File: config.mk
export PLATFORM = sky130hd
export DESIGN_NAME = jt12_dac_ser_flat
export DESIGN_NICKNAME = d
export VERILOG_FILES = /design/src/rtl/jt12_dac_ser_if.sv /design/src/rtl/jt12_dac_ser.sv /design/src/flat_wrapper.sv
export SDC_FILE = /design/constraint.sdc
export NUM_CORES = 1
export LEC_CHECK = 0
export ABC_CLOCK_PERIOD_IN_PS = 3000
export BUFFER_PORTS_ARGS = -buffer_cell sky130_fd_sc_hd__clkbuf_2
export CORE_MARGIN = 2
export CORE_UTILIZATION = 35
export DETAILED_ROUTE_END_ITERATION = 12
export PLACE_DENSITY_LB_ADDON = 0.25
export SLEW_MARGIN = 10
export SYNTH_ARGS = -nofsm -noshare
export SYNTH_HDL_FRONTEND = slang
export SYNTH_SLANG_ARGS = --single-unit
File: constraint.sdc
create_clock -name clk -period 3 [get_ports clk]
set_clock_uncertainty 0.15 [all_clocks]
set_input_delay 0.45 -clock clk [delete_from_list [all_inputs] [get_ports clk]]
set_output_delay 0.45 -clock clk [all_outputs]
set_load 0.05 [all_outputs]
File: src/rtl/jt12_dac_ser_if.sv
// Sample bus from the channel accumulator to the serial DAC transmitter.
// One signed left/right pair is offered per sample_valid strobe.
interface jt12_dac_ser_if #(
    parameter int W = 12
);
    logic                sample_valid;
    logic signed [W-1:0] left;
    logic signed [W-1:0] right;

    modport master (output sample_valid, left, right);
    modport slave  (input  sample_valid, left, right);
endinterface

File: src/rtl/jt12_dac_ser.sv
// Left-justified, MSB-first stereo serial transmitter (bclk/lrck/sdata) fed from a
// single holding register; all timing is derived from clk_en.
module jt12_dac_ser #(
    parameter int W        = 12,
    parameter int SLOT     = 16,
    parameter int BCLK_DIV = 4
) (
    input  logic             clk,
    input  logic             rst_n,
    input  logic             clk_en,
    jt12_dac_ser_if.slave    smp,
    input  logic             clr_flags,
    output logic             bclk,
    output logic             lrck,
    output logic             sdata,
    output logic             underrun,
    output logic             overrun
);
    localparam int FW    = 2 * SLOT;
    localparam int BW    = $clog2(FW);
    localparam int DIV_W = (BCLK_DIV > 1) ? $clog2(BCLK_DIV) : 1;

    logic [DIV_W-1:0] div_cnt;
    logic [BW-1:0]    bit_cnt;
    logic [W-1:0]     hold_l;
    logic [W-1:0]     hold_r;
    logic             hold_valid;
    logic [FW-1:0]    shreg;

    logic             tog;
    logic             fall;
    logic             frame_start;
    logic             capture;
    logic [BW-1:0]    bit_nxt;
    logic [FW-1:0]    frame_word;
    logic             ur_set;
    logic             ov_set;

    always_comb begin
        tog         = clk_en && (div_cnt == DIV_W'(BCLK_DIV - 1));
        fall        = tog && bclk;
        bit_nxt     = (bit_cnt == BW'(FW - 1)) ? '0 : bit_cnt + 1'b1;
        frame_start = fall && (bit_nxt == '0);
        capture     = clk_en && smp.sample_valid;
        // Both slots left-justified and zero padded, left slot in the upper half
        frame_word                = '0;
        frame_word[FW-1 -: W]     = hold_l;
        frame_word[SLOT-1 -: W]   = hold_r;
        ur_set      = frame_start && !hold_valid;
        ov_set      = capture && hold_valid && !frame_start;
    end

    always_ff @(posedge clk) begin
        if (!rst_n) begin
            div_cnt    <= '0;
            bclk       <= 1'b0;
            bit_cnt    <= BW'(FW - 1);
            lrck       <= 1'b0;
            sdata      <= 1'b0;
            shreg      <= '0;
            hold_l     <= '0;
            hold_r     <= '0;
            hold_valid <= 1'b0;
            underrun   <= 1'b0;
            overrun    <= 1'b0;
        end else begin
            if (clk_en) begin
                div_cnt <= tog ? '0 : div_cnt + 1'b1;
                if (tog)
                    bclk <= ~bclk;
                underrun <= ur_set | (underrun & ~clr_flags);
                overrun  <= ov_set | (overrun & ~clr_flags);
            end

            if (fall) begin
                bit_cnt <= bit_nxt;
                lrck    <= (bit_nxt >= BW'(SLOT));
                // The frame-start bit comes straight from the freshly loaded word
                if (frame_start) begin
                    sdata <= frame_word[FW-1];
                    shreg <= frame_word << 1;
                end else begin
                    sdata <= shreg[FW-1];
                    shreg <= shreg << 1;
                end
            end

            if (capture) begin
                hold_l     <= smp.left;
                hold_r     <= smp.right;
                hold_valid <= 1'b1;
            end else if (frame_start) begin
                hold_valid <= 1'b0;
            end
        end
    end
endmodule

File: src/flat_wrapper.sv
// flat-port wrapper written by rule: the top's interface ports become plain ports
module jt12_dac_ser_flat 
#(
    parameter int W        = 12,
    parameter int SLOT     = 16,
    parameter int BCLK_DIV = 4
)
  (clk, rst_n, clk_en, clr_flags, bclk, lrck, sdata, underrun, overrun, smp_sample_valid, smp_left, smp_right);
  jt12_dac_ser_if #(.W(W)) smp_i ();
  input  logic clk;
  input  logic rst_n;
  input  logic clk_en;
  input  logic clr_flags;
  output logic bclk;
  output logic lrck;
  output logic sdata;
  output logic underrun;
  output logic overrun;
  input wire logic [$bits(smp_i.sample_valid)-1:0] smp_sample_valid;
  input wire logic [$bits(smp_i.left)-1:0] smp_left;
  input wire logic [$bits(smp_i.right)-1:0] smp_right;
  assign smp_i.sample_valid = smp_sample_valid;
  assign smp_i.left = smp_left;
  assign smp_i.right = smp_right;
  jt12_dac_ser #(.W(W), .SLOT(SLOT), .BCLK_DIV(BCLK_DIV)) u_core (.clk(clk), .rst_n(rst_n), .clk_en(clk_en), .smp(smp_i), .clr_flags(clr_flags), .bclk(bclk), .lrck(lrck), .sdata(sdata), .underrun(underrun), .overrun(overrun));
endmodule
# Word level (Yosys, flattened, before mapping)
# Cells that the tools add are included.
[op_classes] n_addsub=2 n_lt_le_gt_ge=1 eq_ne=2 n_mux=6 bitwise_logic=6 reduce_logical=12
[op_table] cell="$mux W32" n=1
[op_table] cell="$logic_and A1 B1 Y1" n=7
[op_table] cell="$add A5 B1 Y5 const B" n=1
[op_table] cell="$eq A5 B5 Y1 const B" n=1
[op_table] cell="$ge A5 B5 Y1 const B" n=1
[op_table] cell="$logic_not A5 Y1" n=1
[op_table] cell="$mux W5" n=1
[op_table] cell="$mux W1" n=3
[op_table] cell="$add A2 B1 Y2 const B" n=1
[op_table] cell="$and A1 B1 Y1" n=2
[op_table] cell="$eq A2 B2 Y1 const B" n=1
[op_table] cell="$logic_not A1 Y1" n=2
[op_table] cell="$mux W2" n=1
[op_table] cell="$not A1 Y1" n=2
[op_table] cell="$or A1 B1 Y1" n=2
[op_table] cell="$reduce_and A2 Y1" n=1
[op_table] cell="$reduce_bool A2 Y1" n=1
[word_totals] register_bits=69 word_cells=40

# Depth between registers and ports, before layout
# Gate-level depths: netlist (run 1).
[depth] depth_word=7 ltp_mapped=9

# Worst setup path after synthesis (run 1)
# OpenSTA, ideal clock, no wires.
[synth_timing] kind="flip-flop to flip-flop" startpoint="reg u_core.bit_cnt[0]" endpoint="reg u_core.sdata" arrival_ns=2.141 slack_ns=0.587 path_stages_with_launch=10 period_less_slack_ns=2.413 cell_sequence="dfxtp_1 -> ha_1 -> and3_1 -> ha_1 -> nor2b_1 -> mux2_4 -> or2_1 -> buf_6 -> buf_6 -> a221o_1"
[synth_between] elab_chain_len=5
[synth_rtl] element="from (decl)" line_no="jt12_dac_ser.sv:24" text="logic [BW-1:0] bit_cnt;"
[synth_rtl] element="from (signal assigned)" line_no="jt12_dac_ser.sv:57" text="bit_cnt <= BW'(FW - 1);"
[synth_rtl] element="from (signal assigned)" line_no="jt12_dac_ser.sv:76" text="bit_cnt <= bit_nxt;"
[synth_rtl] element="$add A5 B1 Y5 or $eq A5 B5 Y1 (tied branches)" line_no="jt12_dac_ser.sv:42" text="bit_nxt = (bit_cnt == BW'(FW - 1)) ? '0 : bit_cnt + 1'b1;"
[synth_rtl] element="$mux W5 *" line_no="jt12_dac_ser.sv:42"
[synth_rtl] element="$logic_not A5 Y1 *" line_no="jt12_dac_ser.sv:43" text="frame_start = fall && (bit_nxt == '0);"
[synth_rtl] element="$logic_and A1 B1 Y1 *" line_no="jt12_dac_ser.sv:43"
[synth_rtl] element="$mux W1 *" line_no="jt12_dac_ser.sv:79" text="if (frame_start) begin"
[synth_rtl] element="to (signal assigned)" line_no="jt12_dac_ser.sv:80" text="sdata <= frame_word[FW-1];"
[synth_rtl] element="to (signal assigned)" line_no="jt12_dac_ser.sv:83" text="sdata <= shreg[FW-1];"
[synth_rtl] element="to (decl)" line_no="jt12_dac_ser.sv:15" text="output logic sdata,"
# Every way passes the cells marked *; elsewhere a longest branch is shown, timed or not.
# A chain may end at the register's enable or synchronous reset.

# Final worst setup path (run 1)
[layout_timing] startpoint="reg u_core.bit_cnt[0]" endpoint="reg u_core.shreg[6]"
[layout_between] elab_chain_len=5
[layout_rtl] element="$add A5 B1 Y5 or $eq A5 B5 Y1 (tied branches)" line_no="jt12_dac_ser.sv:42"
[layout_rtl] element="$mux W5 *" line_no="jt12_dac_ser.sv:42"
[layout_rtl] element="$logic_not A5 Y1 *" line_no="jt12_dac_ser.sv:43"
[layout_rtl] element="$logic_and A1 B1 Y1 *" line_no="jt12_dac_ser.sv:43"
[layout_rtl] element="$mux W32 *" line_no="jt12_dac_ser.sv:79"
[layout_rtl] element="to (signal assigned)" line_no="jt12_dac_ser.sv:81" text="shreg <= frame_word << 1;"
[layout_rtl] element="to (signal assigned)" line_no="jt12_dac_ser.sv:84" text="shreg <= shreg << 1;"
[layout_rtl] element="to (decl)" line_no="jt12_dac_ser.sv:28" text="logic [FW-1:0] shreg;"
# Marked as above.

==> metrics.yaml, run 1 <==
status: "completed"
drive_above_1_share_pct: 16.28
critPathCaptureType: "flip-flop"
hold_ws_ps: 180.6
grt_max_degree: 51
cts_resized: 0
gr-total-overflow: 0
start_util_pct: 36.54
synth.cell_area_sq_um: 2693
path_clk_slew_ps: 70
critPathArrivalTime_ps: 2520
vdd_drop_max_v: 0.0002603
post_drt_wl_per_cell_um: 13.05
crit_required_ps: 3060
ys_warn_count: 0
coreArea_sq_um: 7370
fin_crit_sh_pct: 82.00
power_leakage_nw: 1.223
clock_path_buffers: 2
power_density_nw_per_um2: 575.8
ys_seq_area_share_pct: 47.58
drt-initial-drc-count: 113
clk_latency_ps: 330
grt_pass1_wl_mm: 10.13
finalHoldViolCount: 0
syn_nets: 349
fmax_mhz: 406.5
async_flop_share_pct: 0
drc: 0
synth_seq_cells: 64
finalNetCount: 372
drv_cap: 0
syn_area_per_cell_sq_um: 8.521
hold_class: "in -> reg"
synth-edff-count: 0
post_cts_buffers: 0
num_rows: 31
antenna_found_initial: 0
ctsRootBufferMaster: "clkbuf_8"
finalWirelength_mm: 5.781
vias: 2217
area_growth_pct: 16.73
ys.flop_type: "dfxtp_1"
grt_pass1_vias: 2135
cts_sinks: 64
fp.dieW_um: 91.71
crit_type: "reg -> reg"
slew_headroom_pct: 43.22
antenna_left: 0
tightest_slew_ps: 849.7
io_buffer_count: 33
holdBufCountCts: 0
grt_setup_unrepaired: "false"
setup_tns_ps: 0
crit_path_max_fanout: 28
grt_usage_pct: 14.82
finalSetupViolCount: 0
yosysUniqueCellTypes: 30
htree_levels: 3
ioPinCount: 34
gp_congestion: 0.7616
slew_viol_final: 0
period_needed_ps: 2460
cts_buffers: 9
cts_tree: "built"
place_hpwl_mm: 3.648
die-area_sq_um: 8411
syn_inst: 316
n_antenna_cell: 0
die_h_um: 91.71
critPathLaunchType: "flip-flop"
drt-pass1-iter-count: 4
viasPerCell: 5.005
## critical path: stages (launching register included)
cell and delay (ps):
dfxtp_1 410, ha_1 240, and3_1 170, ha_1 290, nor2b_1 80, mux2_4 260, or2_1 260, buf_12 170
a311o_1 300
## where the power goes
group / internal (mW) / total (mW) / switching, mW
Combinational: 0.0302 / 0.0780 / 0.0478
Sequential: 0.868 / 0.878 / 0.00999
Clock: 0.537 / 0.854 / 0.316
Total: 1.44 / 1.81 / 0.374
## path summary, 6_finish.rpt
check | slack, ps | startpoint | cells past startpoint | to
min | 180 | smp_right[2] | 3 | u_core.hold_r[2]$_SDFFE_PN0P_
max reg2reg | 540 | u_core.bit_cnt[0]$_SDFFE_PN1P_ | 8 | u_core.shreg[6]$_SDFFE_PN0P_
max | 540 | u_core.bit_cnt[0]$_SDFFE_PN1P_ | 8 | u_core.shreg[6]$_SDFFE_PN0P_
min reg2reg | 310 | u_core.hold_l[5]$_SDFFE_PN0P_ | 2 | u_core.hold_l[5]$_SDFFE_PN0P_
## sequential cells by signal (all words and copies together) (netlist names)
signal             flops
u_core.shreg          27
u_core.hold_l         12
u_core.hold_r         12
u_core.bit_cnt         5
u_core.div_cnt         2
u_core.bclk            1
u_core.hold_valid      1
u_core.lrck            1
u_core.overrun         1
u_core.sdata           1
u_core.underrun        1
## cell usage in the layout, fill, tap and decap left out, drive strengths merged, types with 6 or more instances in the layout
cell    netlist  routed
nor2          6       6
clkbuf       20      47
nand3         6       6
dfxtp        64      64
and2         17      17
nor3         24      24
a21oi        28      28
buf           7       6
nand2        85      85
and3          9       9
a221o        16      16
a311o         7       7
## kinds of logic (layout without fill, tap and decap cells)
kind of cell    Yosys count  count (layout)  share of synthesized area [%]
simple gates            152             152                          25.93
xor+xnor                  2               2                         0.6507
mux                       3               3                          1.301
fa+ha+maj                 4               4                          1.859
flops                    64              64                          47.58
buf+inv                  29              57                          5.065
compound gates           62              62                          17.61
## per-layer routing
layer,track usage (%),vias to the layer above,part of all wire [%]
met2,21.81,39,42
met3,2.629,10,2.9
met1,20.92,1014,53
met4,7.090,0,2.0
met5,0,-,0
li1,-,1154,-
## cell usage after synthesis (3+ instances only)
cell type,instances,area share (%)
and3_1,9,2.1
nor2_1,6,0.84
ha_1,4,1.9
dfxtp_1,64,48
buf_6,3,1.3
o21ai_0,3,0.56
nor3_1,24,4.5
nand2_1,85,12
a21oi_1,28,5.2
clkbuf_1,20,2.8
buf_2,4,0.74
a311o_1,7,2.6
and2_1,17,3.9
a221o_1,16,5.9
a32o_1,4,1.5
nand3_1,5,0.93
## per-stage QoR
stage | setup slack (ps) | utilization (%) | cells | instance area, sq um | power [mW]
6_report | 540.0 | 42.65 | 443 | 3143 | 1.810
5_1_grt | 372.1 | 42.65 | 443 | 3143 | 1.880
4_1_cts | 532.6 | 42.65 | 443 | 3143 | 1.835
3_5_place_dp | 540.7 | 39.49 | 427 | 2910 | 0.9763
3_3_place_gp | 604.7 | 39.49 | 427 | 2910 | 0.9734
2_1_floorplan | 587.1 | - | 316 | 2693 | 0.9427
## final cells by class
class	instances	area, sq um
Sequential cell	64	1281
Fill cell	786	4227
Tap cell	99	123.9
Inverter	2	7.507
Multi-Input combinational cell	223	1275
Clock inverter	2	60.06
Clock buffer	14	172.7
Timing Repair Buffer	39	222.7
(Power assumes the default switching activity.)
==> run 2, diff against run 1 <==
--- a/config.mk
+++ b/config.mk
@@ -5,7 +5,8 @@
 export SDC_FILE = /design/constraint.sdc
 export NUM_CORES = 1
 export LEC_CHECK = 0
-export ABC_CLOCK_PERIOD_IN_PS = 3000
+export ABC_AREA = 1
+export ABC_CLOCK_PERIOD_IN_PS = 2550
 export BUFFER_PORTS_ARGS = -buffer_cell sky130_fd_sc_hd__clkbuf_2
 export CORE_MARGIN = 2
 export CORE_UTILIZATION = 35
==> constraint.sdc (replaced) <==
create_clock -name clk -period 2.55 [get_ports clk]
set_clock_uncertainty 0.15 [all_clocks]
set_input_delay 0.3825 -clock clk [delete_from_list [all_inputs] [get_ports clk]]
set_output_delay 0.3825 -clock clk [all_outputs]
set_load 0.05 [all_outputs]
==> run 2 against run 1 <==
Compared with the run above: cell count rose by 13%; combinational power rose by 42%; final area fell by 1.0%; clock power fell by 15%; highest routed layer unchanged; largest cell class unchanged; non-clock buffer count fell by 2; synthesized cell count rose by 16%.
==> metrics.yaml, run 2 <==
yosysMostFrequentCell: "nand2_1"
p_seq_share_pct: 55.3
area_growth_pct: 13.98
final_area_sq_um: 3112
critPathLaunch: "u_core.bit_cnt[0]$_SDFFE_PN1P_"
reg_top3: "u_core.shreg x27, u_core.hold_l x12, u_core.hold_r x12"
coreArea_sq_um: 7647
critPathLaunchType: "flip-flop"
finalSetupViolCount: 0
post_cts_buffers: 0
start_util_pct: 35.70
p_int_mw: 1.460
clock_path_buffers: 2
async_flop_share_pct: 0
drive_above_1_share_pct: 15.29
crit_required_ps: 2680
holdBufCountCts: 0
placedCellCount: 488
fmax_mhz: 441.8
period_needed_ps: 2263
place_hpwl_mm: 3.534
syn_area_per_cell_sq_um: 7.419
fp.dieW_um: 92.32
drc: 0
r2r-start: "u_core.bit_cnt[0]$_SDFFE_PN1P_"
grt_setup_unrepaired: "false"
slew_headroom_pct: 56.36
ioPinCount: 34
synth.cell_area_sq_um: 2730
power_density_nw_per_um2: 603.4
post_drt_wl_per_cell_um: 10.70
synthTopCellsByCount: "nand2_1, dfxtp_1, nand3_1, inv_1, a21oi_1"
gr-total-overflow: 0
clkPwrFrac_pct: 38.7
status: "completed"
ys_warn_count: 0
path_clk_slew_ps: 60
synth.largest_area_cell: "dfxtp_1"
largest_register_ffs: 27
vias: 2306
cts_tree: "built"
pre_cts_slack_ps: 296.9
drt-pass1-iter-count: 4
crit_end: "u_core.shreg[13]$_SDFFE_PN0P_"
io_buffer_count: 33
ys.flop_type: "dfxtp_1"
r2r_end: "u_core.shreg[13]$_SDFFE_PN0P_"
fin_crit_sh_pct: 88.76
critical_path.cell_chain: "ha_1 > nand2_1 > nor2_1 > ha_1 > nor2_1 > nand2_4 > nor2_8 > nand2_4 > nand2_1 > nand3_1 > nand2_1"
crit_path_max_fanout: 30
synth-edff-count: 0
htree_levels: 3
die_h_um: 92.32
setup_tns_ps: 0
clk_latency_ps: 330
grt_pass1_wl_mm: 9.466
ctsRootBufferMaster: "clkbuf_8"
synth_top_cell_area_share_pct: 46.93
grt_pass1_vias: 2058
grt_usage_pct: 13.95
fin_cells: 501
cts_sinks: 64
tightest_slew_ps: 653.0
syn_nets: 401
cts_resized: 0
gp_congestion: 0.7491
power_leakage_nw: 1.495
antenna_found_initial: 0
finalHoldViolCount: 0
critPathArrivalTime_ps: 2390
cpMostUsedCell: "nand2_1"
mostFrequentLayoutCells: "nand2_1, dfxtp_1, nand3_1"
n_antenna_cell: 0
vdd_drop_max_v: 0.0003268
final_common_cell: "nand2_1"
switchingPower_uw: 417.6
yosysUniqueCellTypes: 27
critPathCaptureType: "flip-flop"
num_rows: 32
switching_share_pct: 22.24
critPathMaxStageDelay_ps: 420
largest-register: "u_core.shreg"
place_area_sq_um: 2952
slew_viol_final: 0
syn_inst: 368
drt-initial-drc-count: 102
die-area_sq_um: 8523
setup_slack_ps: 286.6
viasPerCell: 4.603
finalWirelength_mm: 5.363
synth_seq_cells: 64
ys_seq_area_share_pct: 46.93
cpMaxStageDelayCell: "dfxtp_1"
cts_buffers: 9
rr_worst_depth: 11
rrSetupSlack_ps: 290
crit_type: "reg -> reg"
finalNetCount: 430
drv_cap: 0
hold_ws_ps: 152.4
hold_class: "in -> reg"
pwr-share-comb_pct: 5.9
grt_max_degree: 35
antenna_left: 0
synthTopCellsByArea: "dfxtp_1, nand2_1, nand3_1, inv_1, a21oi_1"
## run 2: cell types whose count changed after synthesis, sizes merged, moves of 7 or more
cell    change
o21ai      +25
nand3      +50
nor3       -24
inv        +53
a221o      -16
and3        -9
a311o       -7
and2       -17
nand2       +8
nor2        +7
clkbuf      -8
## run 2: stage by stage
| step | power (mW) | util [%] |
|---|---|---|
| global placement | 1.174 | 38.60 |
| finish | 1.878 | 40.69 |
| detailed placement | 1.175 | 38.60 |
| floorplan | 1.129 | - |
| CTS | 1.905 | 40.69 |
| global route | 1.973 | 40.69 |
## run 2: how the worst min path moves through the flow
stage / startpoint / to / slack (ps) / depth (start not counted)
after floorplan: u_core.shreg[10]$_SDFFE_PN0P_ / u_core.shreg[10]$_SDFFE_PN0P_ / 280 / 2
after global placement: u_core.shreg[23]$_SDFFE_PN0P_ / u_core.shreg[23]$_SDFFE_PN0P_ / 290 / 2
after detailed placement: u_core.shreg[29]$_SDFFE_PN0P_ / u_core.shreg[29]$_SDFFE_PN0P_ / 290 / 2
after CTS: smp_right[0] / u_core.hold_r[0]$_SDFFE_PN0P_ / 140 / 3
after global routing: smp_left[4] / u_core.hold_l[4]$_SDFFE_PN0P_ / 170 / 3
final: smp_right[0] / u_core.hold_r[0]$_SDFFE_PN0P_ / 150 / 3
## run 2: kinds of logic after synthesis
logic type | after synthesis | synth area share (%)
fa+ha+maj | 4 | 1.833
simple gates | 163 | 27.54
flops | 64 | 46.93
buf+inv | 75 | 12.01
compound gates | 62 | 11.69
## run 2: layer usage
layer | vias up | routed length (um) | global-route usage (%) | part of all wire [%]
met2 | 34 | 2402 | 20.99 | 45
met4 | 0 | 116 | 6.343 | 2.2
met1 | 1044 | 2594 | 18.72 | 48
li1 | 1218 | - | - | -
met3 | 10 | 249 | 3.662 | 4.6
met5 | - | 0 | 0 | 0
## run 2: cell type report
cell class              count  area [sq um]
fillers                   812          4536
flip-flops and latches     64          1281
well taps                 102         127.6
clock inverters             1         5.005
clock buffers              12         155.1
multi-input cells         229          1121
repair buffers             37         207.7
inverters                  56         214.0
## run 2: power by group through the flow
stage	clock [mW]	combinational, mW	sequential [mW]
floorplan	0	0.0673	1.06
global placement	0	0.114	1.06
detailed placement	0	0.115	1.06
CTS	0.752	0.115	1.04
global route	0.802	0.131	1.04
finish	0.727	0.111	1.04
## run 2: critical path, delay by kind of cell (launching register included)
kind | cells | cell delay [ps]
flops | 1 | 420
simple gates | 9 | 1190
fa+ha+maj | 2 | 440
